==> src/rtl/load_store_aligner.sv <==
// Load/store aligner: turns byte/half/word requests into word-aligned, byte-enabled storage beats.
// Define MISALIGNED_SPLIT_EN to split word-crossing accesses into two beats; otherwise they are rejected.
module load_store_aligner #(
  parameter int ADRESS_SIZE = 32
) (
  input  logic                   clk,
  input  logic                   reset,
  input  logic                   ReqValid,
  output logic                   ReqReady,
  input  logic                   ReqWrite,
  input  logic [1:0]             ReqSize,
  input  logic                   ReqUnsigned,
  input  logic [ADRESS_SIZE-1:0] ReqAdress,
  input  logic [31:0]            ReqData,
  output logic                   MemEn,
  output logic                   WriteEnable,
  output logic [3:0]             ByteEn,
  output logic [ADRESS_SIZE-1:0] MemoryAdress,
  output logic [31:0]            InputData,
  input  logic [31:0]            MemData,
  output logic                   RespValid,
  output logic [31:0]            RespData,
  output logic                   RespError
);

  typedef enum logic [1:0] {IDLE, BEAT0, BEAT1, DONE} state_t;

  function automatic logic [7:0] lane_mask(input logic [1:0] size, input logic [1:0] off);
    logic [7:0] base;
    case (size)
      2'b00:   base = 8'h01;
      2'b01:   base = 8'h03;
      default: base = 8'h0F;
    endcase
    return base << off;
  endfunction

  function automatic logic [31:0] lane_bits(input logic [3:0] be);
    return {{8{be[3]}}, {8{be[2]}}, {8{be[1]}}, {8{be[0]}}};
  endfunction

  function automatic logic [31:0] extend(input logic [31:0] r, input logic [1:0] size,
                                         input logic uns);
    case (size)
      2'b00:   return uns ? {24'h0, r[7:0]} : {{24{r[7]}}, r[7:0]};
      2'b01:   return uns ? {16'h0, r[15:0]} : {{16{r[15]}}, r[15:0]};
      default: return r;
    endcase
  endfunction

  state_t                   state_q, state_d;
  logic                     write_q, write_d, uns_q, uns_d;
  logic [1:0]               size_q, size_d;
  logic [ADRESS_SIZE-1:0]   addr_q, addr_d;
  logic [31:0]              data_q, data_d, lo_q, lo_d;
  logic                     mem_en_q, mem_en_d, we_q, we_d;
  logic [3:0]               be_q, be_d;
  logic [ADRESS_SIZE-1:0]   maddr_q, maddr_d;
  logic [31:0]              wdata_q, wdata_d;
  logic                     resp_valid_q, resp_valid_d, resp_err_q, resp_err_d;
  logic [31:0]              resp_data_q, resp_data_d;

  // Lane math runs on the incoming request in IDLE and on the latched request afterwards.
  logic                     idle;
  logic [1:0]               src_size, src_off;
  logic [ADRESS_SIZE-1:0]   src_addr, src_base;
  logic [31:0]              src_data;
  logic [7:0]               src_mask;
  logic [63:0]              src_shift;
  logic                     crosses;
  logic [63:0]              ld_word;
  logic [31:0]              ld_shift, ld_result;

  assign idle      = (state_q == IDLE);
  assign src_addr  = idle ? ReqAdress : addr_q;
  assign src_size  = idle ? ReqSize : size_q;
  assign src_data  = idle ? ReqData : data_q;
  assign src_off   = src_addr[1:0];
  assign src_base  = {src_addr[ADRESS_SIZE-1:2], 2'b00};
  assign src_mask  = lane_mask(src_size, src_off);
  assign src_shift = {32'h0, src_data} << {src_off, 3'b000};
  assign crosses   = |src_mask[7:4];

  assign ld_word   = (state_q == BEAT1) ? {MemData, lo_q} : {32'h0, MemData};
  assign ld_shift  = 32'(ld_word >> {addr_q[1:0], 3'b000});
  assign ld_result = write_q ? 32'h0 : extend(ld_shift, size_q, uns_q);

  always_comb begin
    state_d      = state_q;
    write_d      = write_q;
    uns_d        = uns_q;
    size_d       = size_q;
    addr_d       = addr_q;
    data_d       = data_q;
    lo_d         = lo_q;
    mem_en_d     = 1'b0;
    we_d         = 1'b0;
    be_d         = 4'h0;
    maddr_d      = '0;
    wdata_d      = 32'h0;
    resp_valid_d = 1'b0;
    resp_data_d  = resp_data_q;
    resp_err_d   = resp_err_q;
    case (state_q)
      IDLE: begin
        if (ReqValid && ReqReady) begin
          state_d = BEAT0;
          write_d = ReqWrite;
          uns_d   = ReqUnsigned;
          size_d  = ReqSize;
          addr_d  = ReqAdress;
          data_d  = ReqData;
`ifdef MISALIGNED_SPLIT_EN
          mem_en_d = 1'b1;
`else
          mem_en_d = !crosses;
`endif
          if (mem_en_d) begin
            we_d    = ReqWrite;
            be_d    = src_mask[3:0];
            maddr_d = src_base;
            wdata_d = src_shift[31:0] & lane_bits(src_mask[3:0]);
          end
        end
      end
      BEAT0: begin
        lo_d = MemData;
`ifdef MISALIGNED_SPLIT_EN
        if (crosses) begin
          state_d  = BEAT1;
          mem_en_d = 1'b1;
          we_d     = write_q;
          be_d     = src_mask[7:4];
          maddr_d  = src_base + ADRESS_SIZE'(4);
          wdata_d  = src_shift[63:32] & lane_bits(src_mask[7:4]);
        end else begin
          state_d      = DONE;
          resp_valid_d = 1'b1;
          resp_err_d   = 1'b0;
          resp_data_d  = ld_result;
        end
`else
        state_d      = DONE;
        resp_valid_d = 1'b1;
        resp_err_d   = crosses;
        resp_data_d  = crosses ? 32'h0 : ld_result;
`endif
      end
      BEAT1: begin
        state_d      = DONE;
        resp_valid_d = 1'b1;
        resp_err_d   = 1'b0;
        resp_data_d  = ld_result;
      end
      default: state_d = IDLE;
    endcase
  end

  always_ff @(posedge clk or negedge reset) begin
    if (!reset) begin
      state_q      <= IDLE;
      mem_en_q     <= 1'b0;
      we_q         <= 1'b0;
      be_q         <= 4'h0;
      maddr_q      <= '0;
      wdata_q      <= 32'h0;
      resp_valid_q <= 1'b0;
      resp_data_q  <= 32'h0;
      resp_err_q   <= 1'b0;
    end else begin
      state_q      <= state_d;
      mem_en_q     <= mem_en_d;
      we_q         <= we_d;
      be_q         <= be_d;
      maddr_q      <= maddr_d;
      wdata_q      <= wdata_d;
      resp_valid_q <= resp_valid_d;
      resp_data_q  <= resp_data_d;
      resp_err_q   <= resp_err_d;
    end
  end

  // Request latch and first load word; only meaningful once the FSM has left IDLE.
  always_ff @(posedge clk) begin
    write_q <= write_d;
    uns_q   <= uns_d;
    size_q  <= size_d;
    addr_q  <= addr_d;
    data_q  <= data_d;
    lo_q    <= lo_d;
  end

  assign ReqReady     = reset && idle;
  assign MemEn        = mem_en_q;
  assign WriteEnable  = we_q;
  assign ByteEn       = be_q;
  assign MemoryAdress = maddr_q;
  assign InputData    = wdata_q;
  assign RespValid    = resp_valid_q;
  assign RespData     = resp_data_q;
  assign RespError    = resp_err_q;

endmodule

==> config.mk <==
export PLATFORM = sky130hd
export DESIGN_NAME = load_store_aligner
export DESIGN_NICKNAME = d
export VERILOG_FILES = /design/src/rtl/load_store_aligner.sv
export SDC_FILE = /design/constraint.sdc
export NUM_CORES = 1
export LEC_CHECK = 0
export CORE_MARGIN = 2
export CORE_UTILIZATION = 49
export DETAILED_ROUTE_END_ITERATION = 10
export MAX_ROUTING_LAYER = met4
export PLACE_DENSITY = 0.87
export SYNTH_ARGS = -nofsm -noshare
export SYNTH_HDL_FRONTEND = slang
export SYNTH_SLANG_ARGS = --single-unit
==> constraint.sdc <==
create_clock -name clk -period 2.9 [get_ports clk]
set_clock_uncertainty 0.05 [all_clocks]
set_input_delay 0.58 -clock clk [delete_from_list [all_inputs] [get_ports clk]]
set_output_delay 0.58 -clock clk [all_outputs]
set_load 0.05 [all_outputs]
* After elaboration in Yosys (flattened, before gate mapping)
Cells that the tools add are included.
W data, S select, Z words.
** Cells by class
- Equal/unequal tests :: 5
- Shifts and indexed selects :: 3
- Mux-type cells :: 29
- Bitwise logic cells :: 1
- Reductions and logical operators :: 10
** Operators by type and width (count)
- $mux W32 :: 12
- $pmux W32 S2 :: 2
- $mux W64 :: 1
- $shr A64 B5 Y32 :: 1
- $and A32 B32 Y32 :: 1
- $shl A32 B5 Y32 :: 1
- $mux W4 :: 3
- $pmux W4 S2 :: 1
- $shl A8 B2 Y8 :: 1
- $eq A2 B1 Y1 const B :: 3
- $logic_not A2 Y1 :: 3
- $mux W1 :: 6
- $mux W2 :: 2
- $pmux W2 S2 :: 1
- $reduce_or A4 Y1 :: 1
- $eq A2 B2 Y1 const B :: 1
- $logic_and A1 B1 Y1 :: 2
- $ne A2 B1 Y1 const B :: 1
- $pmux W1 S2 :: 1
- $reduce_and A2 Y1 :: 1
- $reduce_bool A2 Y1 :: 1
- $reduce_or A2 Y1 :: 1
- $logic_not A1 Y1 :: 1
** Storage, ports and cells
- Register bits after elaboration :: 206
- Input port bits :: 103
- Word-level logic and storage cells :: 63

* Longest topological paths before layout
Gate-level depths: netlist of the first run.
- Depth after elaboration :: 9
- Gate-level depth with buffers :: 10
- Mapped depth without buffers :: 7

* Worst setup path after synthesis of the first run
OpenSTA, ideal clock, no wires.
- Path kind :: reg2reg
- From :: register state_q[0]
- To :: register wdata_q[0] (netlist: InputData[0])
- Arrival :: 2906 ps
- Data required time :: 2770 ps
- Setup slack :: -137 ps
- Cell stages (with the launch flop) :: 9
- Buffers on the path :: 1
- Period minus slack after synthesis :: 3037 ps
- Path through :: dfrtp_1 -> inv_1 -> ha_1 -> buf_2 -> and2_1 -> nand2_1 -> inv_1 -> nand3_1 -> nor2_1
** RTL lines
- start, declared :: RTL line 51 : state_t state_q, state_d;
- start signal, assigned :: RTL line 171 : state_q <= state_d;
- $logic_not A2 Y1 :: RTL line 74 : assign idle = (state_q == IDLE);
- $logic_and A1 B1 Y1 :: RTL line 193 : assign ReqReady = reset && idle;
- net ReqReady :: RTL line 9 : output logic ReqReady,
- $logic_and A1 B1 Y1 :: RTL line 106 : if (ReqValid && ReqReady) begin
- $mux W32 :: RTL line 106
- $mux W32 :: RTL line 104 : case (state_q)
- net wdata_d[0] :: RTL line 59 : logic [31:0] wdata_q, wdata_d;
- end signal, assigned :: RTL line 176 : wdata_q <= wdata_d;
- end, declared :: RTL line 59
The timed path passes the listed nets, and every way through them passes these cells.
A chain may end at the register's enable or synchronous reset.

* Worst setup path after layout of the first run
- From :: register state_q[0]
- To :: register resp_data_q[16] (netlist: RespData[16])
** Between the ends
- Cells in the longest elaborated chain, start to end :: 8
** Ends and longest elaborated chain
- $eq A2 B2 Y1 or $logic_not A2 Y1 (tied branches) :: RTL line 84, 104, 74
- $mux W64 or $mux W2 (tied branches) :: RTL line 84, 76
- $shr A64 B5 Y32 (tied with other cells) :: RTL line 85 : assign ld_shift = 32'(ld_word >> {addr_q[1:0], 3'b000});
- $mux W32 (tied with other cells) :: RTL line 46 : 2'b01: return uns ? {16'h0, r[15:0]} : {{16{r[15]}}, r[15:0]};
- $pmux W32 S2 or $shl A8 B2 Y8 (tied branches) :: RTL line 44, 35
- $mux W32 or $reduce_or A4 Y1 (tied branches) :: RTL line 86, 82
- $mux W32 :: RTL line 146 : resp_data_d = crosses ? 32'h0 : ld_result;
- $pmux W32 S2 :: RTL line 104
- end signal, assigned :: RTL line 178 : resp_data_q <= resp_data_d;
- end, declared :: RTL line 61 : logic [31:0] resp_data_q, resp_data_d;
Several ways; a longest one is shown, not always the timed one.

==> summary.txt, run 1 <==
Outcome
  – Status: completed

GRT
  – First-pass GRT wire length: 32,900 µm
  – Initial antenna violation count: 1
  – GR Overflow Total: 0
  – Tot GR Track Use: 24.9%
  – Vias in the first global route: 5,935
  – Largest net degree at the start of global routing: between 60 and 70

Layout
  – Area of the multi-input gates: approximately 0.0032 mm²
  – Post-Layout Cell Count: 1,133
  – Final #Nets: slightly above 1,000
  – Seq. cell area: between 0.004 and 0.005 mm²
  – Commonest non-fill, non-tap cells in the layout: clkdlybuf4s50_1 (203), dfrtp_1 (104), mux2i_1 (93), edfxtp_1 (70), a211oi_1 (47)
  – Layout cells sized above 1: 9.65%
  – Core Util, Final: between 60% and 70%
  – Fill count: approximately 1,200
  – Area Growth Syn to Fin: 34.8%
  – Commonest non-fill, non-tap cell in the layout: clkdlybuf4s50_1

Power and ir drop
  – Net switching power: 3.59 mW
  – Lkg Pwr: between 4 and 5 nW
  – Sw Share: 39.5%
  – Power, Total: 9.08 mW
  – PD cells: 819 mW/mm²
  – Sequential share of power: roughly 37%
  – Power Internal: 5.49 mW
  – Comb pwr share: 39.2%
  – Clock Power Share: 24.3%
  – VDD IR max: ~650 µV

Placed design
  – Routability cong.: 0.892
  – Pre-CTS setup slack: around 0.24 ns
  – HPWL Detailed: 14,800 µm
  – Dpl cells: 1,100
  – Port bufs: 205

Die
  – DIE HEIGHT: 134 µm
  – Initial Util: 49.8%
  – I/O pin total: 208
  – Die X: 134 µm
  – Row count: 47
  – Core box area: 0.0165 mm²
  – Die ar.: 0.0178 mm²

Detailed routing
  – DRC Markers: 0
  – Detailed Route Iter0 Violations: between 400 and 500
  – Vias per inst: around 5.6
  – Total number of vias: 6,309
  – Wire per inst: 18.9 µm
  – Final wirelength: approximately 21,000 µm
  – Number of routed nets with antenna violations: 0
  – 1st-pass router iterations: 5

STA
  – Final hold violation count: 0
  – Setup_tns: 0 ns
  – Crit share post-route: 85.5%
  – Final slew viol count: 0
  – Highest clock rate: 0.403 GHz
  – Endpoints failing setup: 0
  – Tightest Pin Transition: 0.868 ns
  – Minimum clock period: around 2.5 ns
  – Final WS setup: 0.421 ns
  – Relative slew slack: roughly two fifths
  – Unrepaired setup endpoints after global routing: false

Yosys
  – Number of flops mapped to enable cells by yosys: 70
  – Mapped Avg Cell Area: ~12 µm²
  – Yosys reg bits: 174
  – Synth cell types: 47
  – Asr flop ratio synth: 59.8%
  – Sequential element share of the synthesized area: 57.2%
  – Ys Warns: 0
  – Most used DFF post-synth: dfrtp_1
  – Mapped Cells: between 600 and 700
  – Mapped Area: 0.00823 mm²

Clocking
  – Root buffer cell: clkbuf_16
  – Clock Path Buffers: 2
  – Resized Gates After CTS: 0
  – Insertion delay to the later sink of the worst-skew pair: 0.44 ns
  – CTS clk-pin slew, worst paths: 0.07 ns
  – CTS buffer count: 17
  – H-tree depth: 4
  – Post-CTS Setup Inserts: 0
  – TritonCTS clock tree: built
  – Hold buffers post-CTS: 0
  – Clk sinks: roughly 170

Min path
  – Worst Hold Class: input port to asynchronous set/reset pin

Setup path
  – Setup crit end kind: register
  – Crit path launch type: register
  – Crit Path Max Fanout: 16
  – Worst path arrival time: 2.74 ns
  – Worst path required time: 3.16 ns
  – Crit path kind: register to register

Job
  – Max Cap Viol: 0
[sequential cells by signal, summed over array words and instances (netlist names), 2 cells and up]
signal        count
lo_q             32
MemoryAdress     30
size_q            2
RespData         32
ByteEn            4
addr_q            2
state_q           2
data_q           32
InputData        32
[final timing paths]
kind	from	endpoint	slack (ns)	depth (start not counted)
max in group asynchronous	reset	RespData[7]$_DFFE_PN0P_	1.42	3
max reg2reg	state_q[0]$_DFFE_PN0P_	RespData[16]$_DFFE_PN0P_	0.42	8
min reg2reg	RespError$_DFFE_PN0P_	RespError$_DFFE_PN0P_	0.46	1
min in group clk	RespError$_DFFE_PN0P_	RespError$_DFFE_PN0P_	0.46	1
min	reset	MemoryAdress[20]$_DFF_PN0_	0.16	2
max	state_q[0]$_DFFE_PN0P_	RespData[16]$_DFFE_PN0P_	0.42	8
[synth_stat cells, types with 2 or more instances]
library cell  count  area, µm²
nand3_1           2       10.0
nor2_1           42        158
and2_1           33        206
or3_1             2       12.5
a221oi_1          7       61.3
a21oi_1          44        220
o31a_1            2       17.5
inv_1            34        128
nor4_1            2       12.5
buf_6             2       22.5
mux2i_1          93        931
a211oi_1         47        353
dfrtp_1         104       2600
a21oi_2           6       52.6
o21ai_0          20        100
clkbuf_1         29        109
nand2_1          20       75.1
buf_2             9       45.0
o22ai_2           4       50.1
nand2b_1          9       56.3
ha_1              5       62.6
mux2_2           10        113
buf_4             4       30.0
o22ai_1          21        131
buf_1             5       18.8
nor2b_1          40        250
o31ai_1           2       15.0
edfxtp_1         70       2100
a22oi_1           8       60.1
nor3_1            5       25.0
[cell families (layout without fill, tap and decap cells)]
logic type               Yosys count  count (layout)  synth area share, %
flip-flops                       174             174                 57.2
AO/OA/AOI/OAI                    167             167                 13.8
adder cells (fa/ha/maj)            6               6                0.882
multiplexers                     107             107                 13.4
AND/OR/NAND/NOR                  158             158                 10.1
XOR/XNOR                           1               1                0.106
buffers and inverters             84             297                 4.47
other                              1               3               0.0456
[area by class of cell]
type / instances / area share, %
tap: 220 / 2.48
multi-input combinational: 441 / 28.5
sequential: 174 / 42.4
antenna: 1 / 0.0226
clock inverter: 15 / 1.30
inverter: 34 / 1.19
timing repair buffer: 231 / 20.2
clock buffer: 17 / 3.84
[per-layer routing]
layer	wire (µm)	global-route usage, %	up-vias
met5	0	-	-
met4	553	9.28	0
met3	1720	5.48	47
met2	9950	37.6	305
met1	9150	33.2	3027
li1	-	-	2930
[power groups by stage]
stage,clock [mW],combinational [mW],sequential (mW)
4_1_cts,2.24,3.54,3.31
3_3_place_gp,0,3.46,3.34
3_5_place_dp,0,3.51,3.35
6_report,2.21,3.56,3.31
5_1_grt,2.35,3.79,3.35
2_1_floorplan,0,1.65,4.06
[per-stage QoR]
step           area (µm²)  hold WS [ns]
6_report            11100         0.161
3_3_place_gp        10500         0.448
4_1_cts             11100         0.177
3_5_place_dp        10500         0.461
5_1_grt             11100         0.205
2_1_floorplan        8230         0.234
[critical path, stage by stage (launching register included)]
cell       delay [ns]
dfrtp_1          0.42
inv_1            0.13
ha_1             0.28
mux2_4           0.34
o2bb2ai_2        0.13
o31a_1           0.34
o31ai_4          0.21
buf_4            0.29
o22ai_1          0.14
Note: power is estimated with default switching activity, not from simulation.
==> inputs of run 2 (changes only) <==
Settings changed: CORE_ASPECT_RATIO from default to 0.8.
==> run 2 against run 1 <==
Register-to-register slack got worse by 0.05 ns. Count of clock-buffer cells in the layout rose by 5. Critical path depth fell by 1. Critical path type unchanged. Global-route usage rose by 2.1 points. Sequential power barely moved. Wire length rose by 7.9%. Clock power barely moved. Sequential share of layout area fell by 0.15 points. Die area barely moved. Total power rose by 1.3%. Critical endpoint is now InputData[3]$_DFF_PN0_. Maximum frequency fell by 2.0%.
==> summary.txt, run 2 (synthesized netlist as in run 1, its figures left out) <==
Die
  – Core box area: 0.0165 mm² (-0.14%)
  – Die ar.: 0.0178 mm² (about the same)
  – Row count: 42 (-11%)
  – Initial Util: 49.9% (+0.072 points)
  – DIE HEIGHT: 120 µm (-10%)
  – I/O pin total: 208 (unchanged)
  – Die X: 149 µm (+11%)

Detailed routing
  – Number of routed nets with antenna violations: 0 (unchanged)
  – Total number of vias: 6,338 (+0.46%)
  – Wire per inst: 20.4 µm (+8.1%)
  – Detailed Route Iter0 Violations: 666 (+62%)
  – 1st-pass router iterations: 5 (unchanged)
  – Final wirelength: 23,100 µm (+7.9%)
  – Vias per inst: 5.60 (+0.64%)
  – DRC Markers: 0 (unchanged)

Setup path
  – Crit path launch type: register
  – Worst path required time: 3.20 ns (+0.04 ns)
  – Crit path kind: register to register
  – Crit-path slowest cell: nand3_1
  – Setup crit end kind: register
  – Crit Path Max Fanout: 16 (unchanged)
  – Worst path arrival time: 2.83 ns (+0.09 ns)
  – Crit path max-delay family: simple AND/OR/NAND/NOR gates
  – Bufs and invs on worst path: 2 (unchanged)
  – CP cell instances: inv_1 > ha_2 > and2_1 > nand2_1 > clkinvlp_4 > nand3_1 > nor2_1
  – Slowest cell delay on critical path: 0.46 ns (+0.04 ns)

STA
  – Setup_tns: 0 ns (unchanged)
  – Crit share post-route: 87.2% (+1.7 points)
  – Highest clock rate: 0.395 GHz (-2.0%)
  – Tightest Pin Transition: 0.713 ns (-0.156 ns)
  – Unrepaired setup endpoints after global routing: false
  – Final slew viol count: 0 (unchanged)
  – Relative slew slack: 52.3% (+10 points)
  – Endpoints failing setup: 0 (unchanged)
  – Minimum clock period: 2.53 ns (+0.0494 ns)
  – Final hold violation count: 0 (unchanged)
  – Final WS setup: 0.372 ns (-0.0494 ns)

GRT
  – Vias in the first global route: 6,034 (+1.7%)
  – M3 GR Usage: 7.15% (+1.7 points)
  – GR Overflow Total: 0 (unchanged)
  – Largest net degree at the start of global routing: 60 (-7.7%)
  – Initial antenna violation count: 0 (-1)
  – GR Util met2: 38.3% (+0.68 points)
  – Global routing's busiest layer: met2
  – First-pass GRT wire length: 35,200 µm (+6.9%)
  – Tot GR Track Use: 27.0% (+2.1 points)
  – Met1 Use GR: 38.0% (+4.8 points)

Clocking
  – TritonCTS clock tree: built
  – H-tree depth: 4 (unchanged)
  – Root buffer cell: clkbuf_16
  – CTS buffer count: 17 (unchanged)
  – Hold buffers post-CTS: 0 (unchanged)
  – Clk sinks: 174 (unchanged)
  – Post-CTS Setup Inserts: 0 (unchanged)
  – CTS clk-pin slew, worst paths: 0.07 ns (about the same)
  – Clock Path Buffers: 2 (unchanged)
  – Resized Gates After CTS: 0 (unchanged)
  – Insertion delay to the later sink of the worst-skew pair: 0.43 ns (about the same)

Layout
  – Layout cells sized above 1: 9.33% (-0.32 points)
  – Diode count: 0 (-1)
  – Fill count: 1,272 (+3.5%)
  – Commonest non-fill, non-tap cells in the layout: clkdlybuf4s50_1 (203), dfrtp_1 (104), mux2i_1 (93), edfxtp_1 (70), a211oi_1 (47)
  – Seq. cell area: 0.00470 mm² (unchanged)
  – Commonest non-fill, non-tap cell in the layout: clkdlybuf4s50_1
  – Area of the multi-input gates: 0.00316 mm² (unchanged)
  – Final #Nets: 1,006 (-0.099%)
  – Area Growth Syn to Fin: 35.2%

Power and ir drop
  – PD cells: 827 mW/mm² (+0.97%)
  – Lkg Pwr: 4.50 nW (+0.13%)
  – VDD IR max: 393 µV (-40%)

Min path
  – Worst Hold Class: input port to asynchronous set/reset pin

Placed design
  – Pre-CTS setup slack: 0.252 ns (+0.0129 ns)
  – Routability cong.: 0.919 (+2.9%)
  – HPWL Detailed: 16,600 µm (+12%)
  – Port bufs: 205 (unchanged)

Job
  – Max Cap Viol: 0 (unchanged)

Outcome
  – Status: completed
run 2: per-layer routing:
layer | routed length (µm) | vias up
li1 | - | 2919
met1 | 10200 | 3031
met2 | 10000 | 350
met3 | 2240 | 38
met4 | 583 | 0
met5 | 0 | -
run 2: metrics by stage:
stage / instance area (µm²) / power (mW) / util (%) / hold slack (ns) / instances
2_1_floorplan: 8230 / 5.71 / - / 0.234 / 699
3_3_place_gp: 10600 / 6.90 / 64.0 / 0.467 / 1099
3_5_place_dp: 10600 / 6.97 / 64.0 / 0.470 / 1099
4_1_cts: 11100 / 9.20 / 67.4 / 0.265 / 1131
5_1_grt: 11100 / 9.58 / 67.4 / 0.294 / 1131
6_report: 11100 / 9.20 / 67.4 / 0.239 / 1131
run 2: report_power, final:
group / internal [mW] / switching, mW / total [mW]
Clock: 1.23 / 0.980 / 2.21
Combinational: 1.33 / 2.37 / 3.70
Sequential: 3.06 / 0.228 / 3.29
run 2: layout make-up:
type	instances	area share [%]
sequential	174	42.3
multi-input combinational	441	28.4
inverter	34	1.18
clock inverter	10	0.652
tap	220	2.47
timing repair buffer	230	20.5
clock buffer	22	4.46
run 2: worst paths after layout:
check                                    startpoint                         to  slack (ns)  cells past startpoint
setup / recovery             state_q[0]$_DFFE_PN0P_     InputData[3]$_DFF_PN0_        0.37                      7
hold / removal                                reset      WriteEnable$_DFF_PN0_        0.24                      2
setup reg to reg             state_q[0]$_DFFE_PN0P_     InputData[3]$_DFF_PN0_        0.37                      7
hold reg to reg            RespData[18]$_DFFE_PN0P_   RespData[18]$_DFFE_PN0P_        0.48                      2
max in group asynchronous                     reset  MemoryAdress[3]$_DFF_PN0_        1.40                      3
min in group clk           RespData[18]$_DFFE_PN0P_   RespData[18]$_DFFE_PN0P_        0.48                      2
==> inputs of run 3 (changes only) <==
Settings changed: CORE_ASPECT_RATIO 0.8 to 1.4, SLEW_MARGIN from default to 10.
==> run 3 against run 2 <==
Via count decreased by 1.7%. Core utilization decreased by 0.27 points. Total power rose by 0.68%. Sequential share of layout area is 0.099 points lower. Final area grew 0.24%. Hold slack got worse by 0.033 ns. Worst setup slack improved by 0.0022 ns. First-iteration DRC count shrank 32%. Register-to-register slack about the same. Sequential power hardly changed. Die area hardly changed. Highest routed layer unchanged.
==> summary.txt, run 3 (synthesized netlist as in run 1, its figures left out) <==
Detailed routing
  – Detailed Route Iter0 Violations: 455 (-32%)
  – Number of routed nets with antenna violations: 0 (unchanged)
  – Wire per inst: 19.6 µm (-3.8%)
  – Vias per inst: 5.58 (-0.49%)
  – Total number of vias: 6,229 (-1.7%)
  – Final wirelength: 21,900 µm (-5.0%)
  – 1st-pass router iterations: 4 (-1)
  – DRC Markers: 0 (unchanged)

Clocking
  – Insertion delay to the later sink of the worst-skew pair: 0.43 ns (about the same)
  – TritonCTS clock tree: built
  – Resized Gates After CTS: 0 (unchanged)
  – Clk sinks: 174 (unchanged)
  – H-tree depth: 4 (unchanged)
  – Root buffer cell: clkbuf_16
  – Clock Path Buffers: 2 (unchanged)
  – Hold buffers post-CTS: 0 (unchanged)
  – CTS clk-pin slew, worst paths: 0.07 ns (about the same)
  – CTS buffer count: 17 (unchanged)
  – Post-CTS Setup Inserts: 0 (unchanged)

GRT
  – M3 GR Usage: 4.12% (-3.0 points)
  – GR Overflow Total: 0 (unchanged)
  – Tot GR Track Use: 25.7% (-1.3 points)
  – Initial antenna violation count: 1 (+1)
  – Largest net degree at the start of global routing: 105 (+75%)
  – Met1 Use GR: 29.6% (-8.4 points)
  – Global routing's busiest layer: met2
  – GR Util met2: 43.7% (+5.4 points)
  – Vias in the first global route: 6,480 (+7.4%)
  – First-pass GRT wire length: 34,300 µm (-2.5%)

Die
  – Die X: 114 µm (-24%)
  – Core box area: 0.0166 mm² (+0.64%)
  – Die ar.: 0.0179 mm² (about the same)
  – I/O pin total: 208 (unchanged)
  – Row count: 56 (+33%)
  – Initial Util: 49.5% (-0.32 points)
  – DIE HEIGHT: 157 µm (+31%)

STA
  – Relative slew slack: 40.8% (-11 points)
  – Crit share post-route: 87.1% (about the same)
  – Final slew viol count: 0 (unchanged)
  – Final hold violation count: 0 (unchanged)
  – Endpoints failing setup: 0 (unchanged)
  – Minimum clock period: 2.53 ns (-0.00221 ns)
  – Highest clock rate: 0.396 GHz (about the same)
  – Setup_tns: 0 ns (unchanged)
  – Unrepaired setup endpoints after global routing: false
  – Tightest Pin Transition: 0.884 ns (+0.171 ns)

Layout
  – Area Growth Syn to Fin: 35.6%
  – Layout cells sized above 1: 9.64% (+0.31 points)
  – Commonest non-fill, non-tap cells in the layout: clkdlybuf4s50_1 (203), dfrtp_1 (104), mux2i_1 (93), edfxtp_1 (70), a211oi_1 (47)
  – Post-Layout Cell Count: 1,117 (-1.2%)
  – Final #Nets: 1,008 (+0.20%)
  – Commonest non-fill, non-tap cell in the layout: clkdlybuf4s50_1

Placed design
  – HPWL Detailed: 15,600 µm (-6.1%)
  – Port bufs: 205 (unchanged)
  – Dpl cells: 1,084 (-1.4%)
  – Routability cong.: 0.892 (-3.0%)

Setup path
  – Crit Path Max Fanout: 15 (-1)
  – Worst path arrival time: 2.81 ns (-0.02 ns)
  – Levels on crit path: 8 (+1)
  – Crit path kind: register to register
  – Worst path required time: 3.18 ns (-0.02 ns)
  – Crit path launch type: register
  – Crit-path slowest cell: dfrtp_1
  – Bufs and invs on worst path: 2 (unchanged)
  – Register-to-Register Path Depth: 8 (+1)
  – Setup crit end kind: register
  – Slowest cell delay on critical path: 0.41 ns (-0.05 ns)
  – Crit path max-delay family: simple AND/OR/NAND/NOR gates
  – CP cell instances: inv_1 > ha_2 > mux2i_2 > buf_4 > xnor2_1 > o31ai_1 > nand2_1 > nor2_1

Power and ir drop
  – Clock Power Share: 25.6% (+1.6 points)
  – Comb pwr share: 38.9% (-1.3 points)
  – Net switching power: 3.51 mW (-2.0%)
  – PD cells: 831 mW/mm² (+0.44%)
  – Power Internal: 5.76 mW (+2.4%)
  – Sw Share: 37.8% (-1.0 points)
  – VDD IR max: 494 µV (+26%)
  – Lkg Pwr: 4.52 nW (+0.58%)
  – Power, Total: 9.26 mW (+0.68%)
  – Sequential share of power: 35.5% (-0.3 points)

Min path
  – Worst Hold Class: input port to asynchronous set/reset pin

Outcome
  – Status: completed

Job
  – Max Cap Viol: 0 (unchanged)
## run 3: cell type report
| type | count | area, µm² |
|---|---|---|
| Fill cell | 1243 | 5450 |
| Sequential cell | 174 | 4700 |
| Multi-Input combinational cell | 441 | 3160 |
| Timing Repair Buffer | 232 | 2290 |
| Clock buffer | 18 | 429 |
| Tap cell | 203 | 254 |
| Clock inverter | 14 | 183 |
| Inverter | 34 | 131 |
| Antenna cell | 1 | 2.50 |
## run 3: worst reg2reg max path: stages (launching register included)
cell     delay, ns
dfrtp_1       0.41
inv_1         0.13
ha_2          0.34
mux2i_2       0.27
buf_4         0.27
xnor2_1       0.11
o31ai_1       0.26
nand2_1       0.36
nor2_1        0.25
## run 3: final timing paths
| check | slack (ns) | start | end |
|---|---|---|---|
| worst max-delay path | 0.37 | state_q[0]$_DFFE_PN0P_ | InputData[16]$_DFF_PN0_ |
| worst min-delay path | 0.21 | reset | InputData[7]$_DFF_PN0_ |
| worst max register to register | 0.37 | state_q[0]$_DFFE_PN0P_ | InputData[16]$_DFF_PN0_ |
| worst min register to register | 0.47 | RespError$_DFFE_PN0P_ | RespError$_DFFE_PN0P_ |
| max in group asynchronous | 2.12 | reset | RespData[1]$_DFFE_PN0P_ |
| min in group clk | 0.47 | RespError$_DFFE_PN0P_ | RespError$_DFFE_PN0P_ |
## run 3: power by group through the flow
| stage | sequential (mW) | combinational (mW) | clock (mW) |
|---|---|---|---|
| final | 3.28 | 3.61 | 2.37 |
| after floorplan | 4.06 | 1.65 | 0 |
| after detailed placement | 3.33 | 3.59 | 0 |
| after CTS | 3.29 | 3.60 | 2.42 |
| after global routing | 3.32 | 3.83 | 2.53 |
| after global placement | 3.31 | 3.52 | 0 |
## run 3: per-stage QoR
step / cell area, µm² / util [%] / worst slack [ns] / hold WS [ns]
floorplan: 8230 / - / 0.285 / 0.234
global placement: 10500 / 63.5 / 0.346 / 0.442
detailed placement: 10500 / 63.5 / 0.310 / 0.457
CTS: 11100 / 67.1 / 0.445 / 0.262
global route: 11200 / 67.2 / 0.271 / 0.259
finish: 11200 / 67.2 / 0.374 / 0.206
## run 3: routing by layer
metal,part of all wire (%),vias up
met5,0,-
met3,4.7,57
met2,52,244
met1,39,2997
li1,-,2931
met4,4.4,0
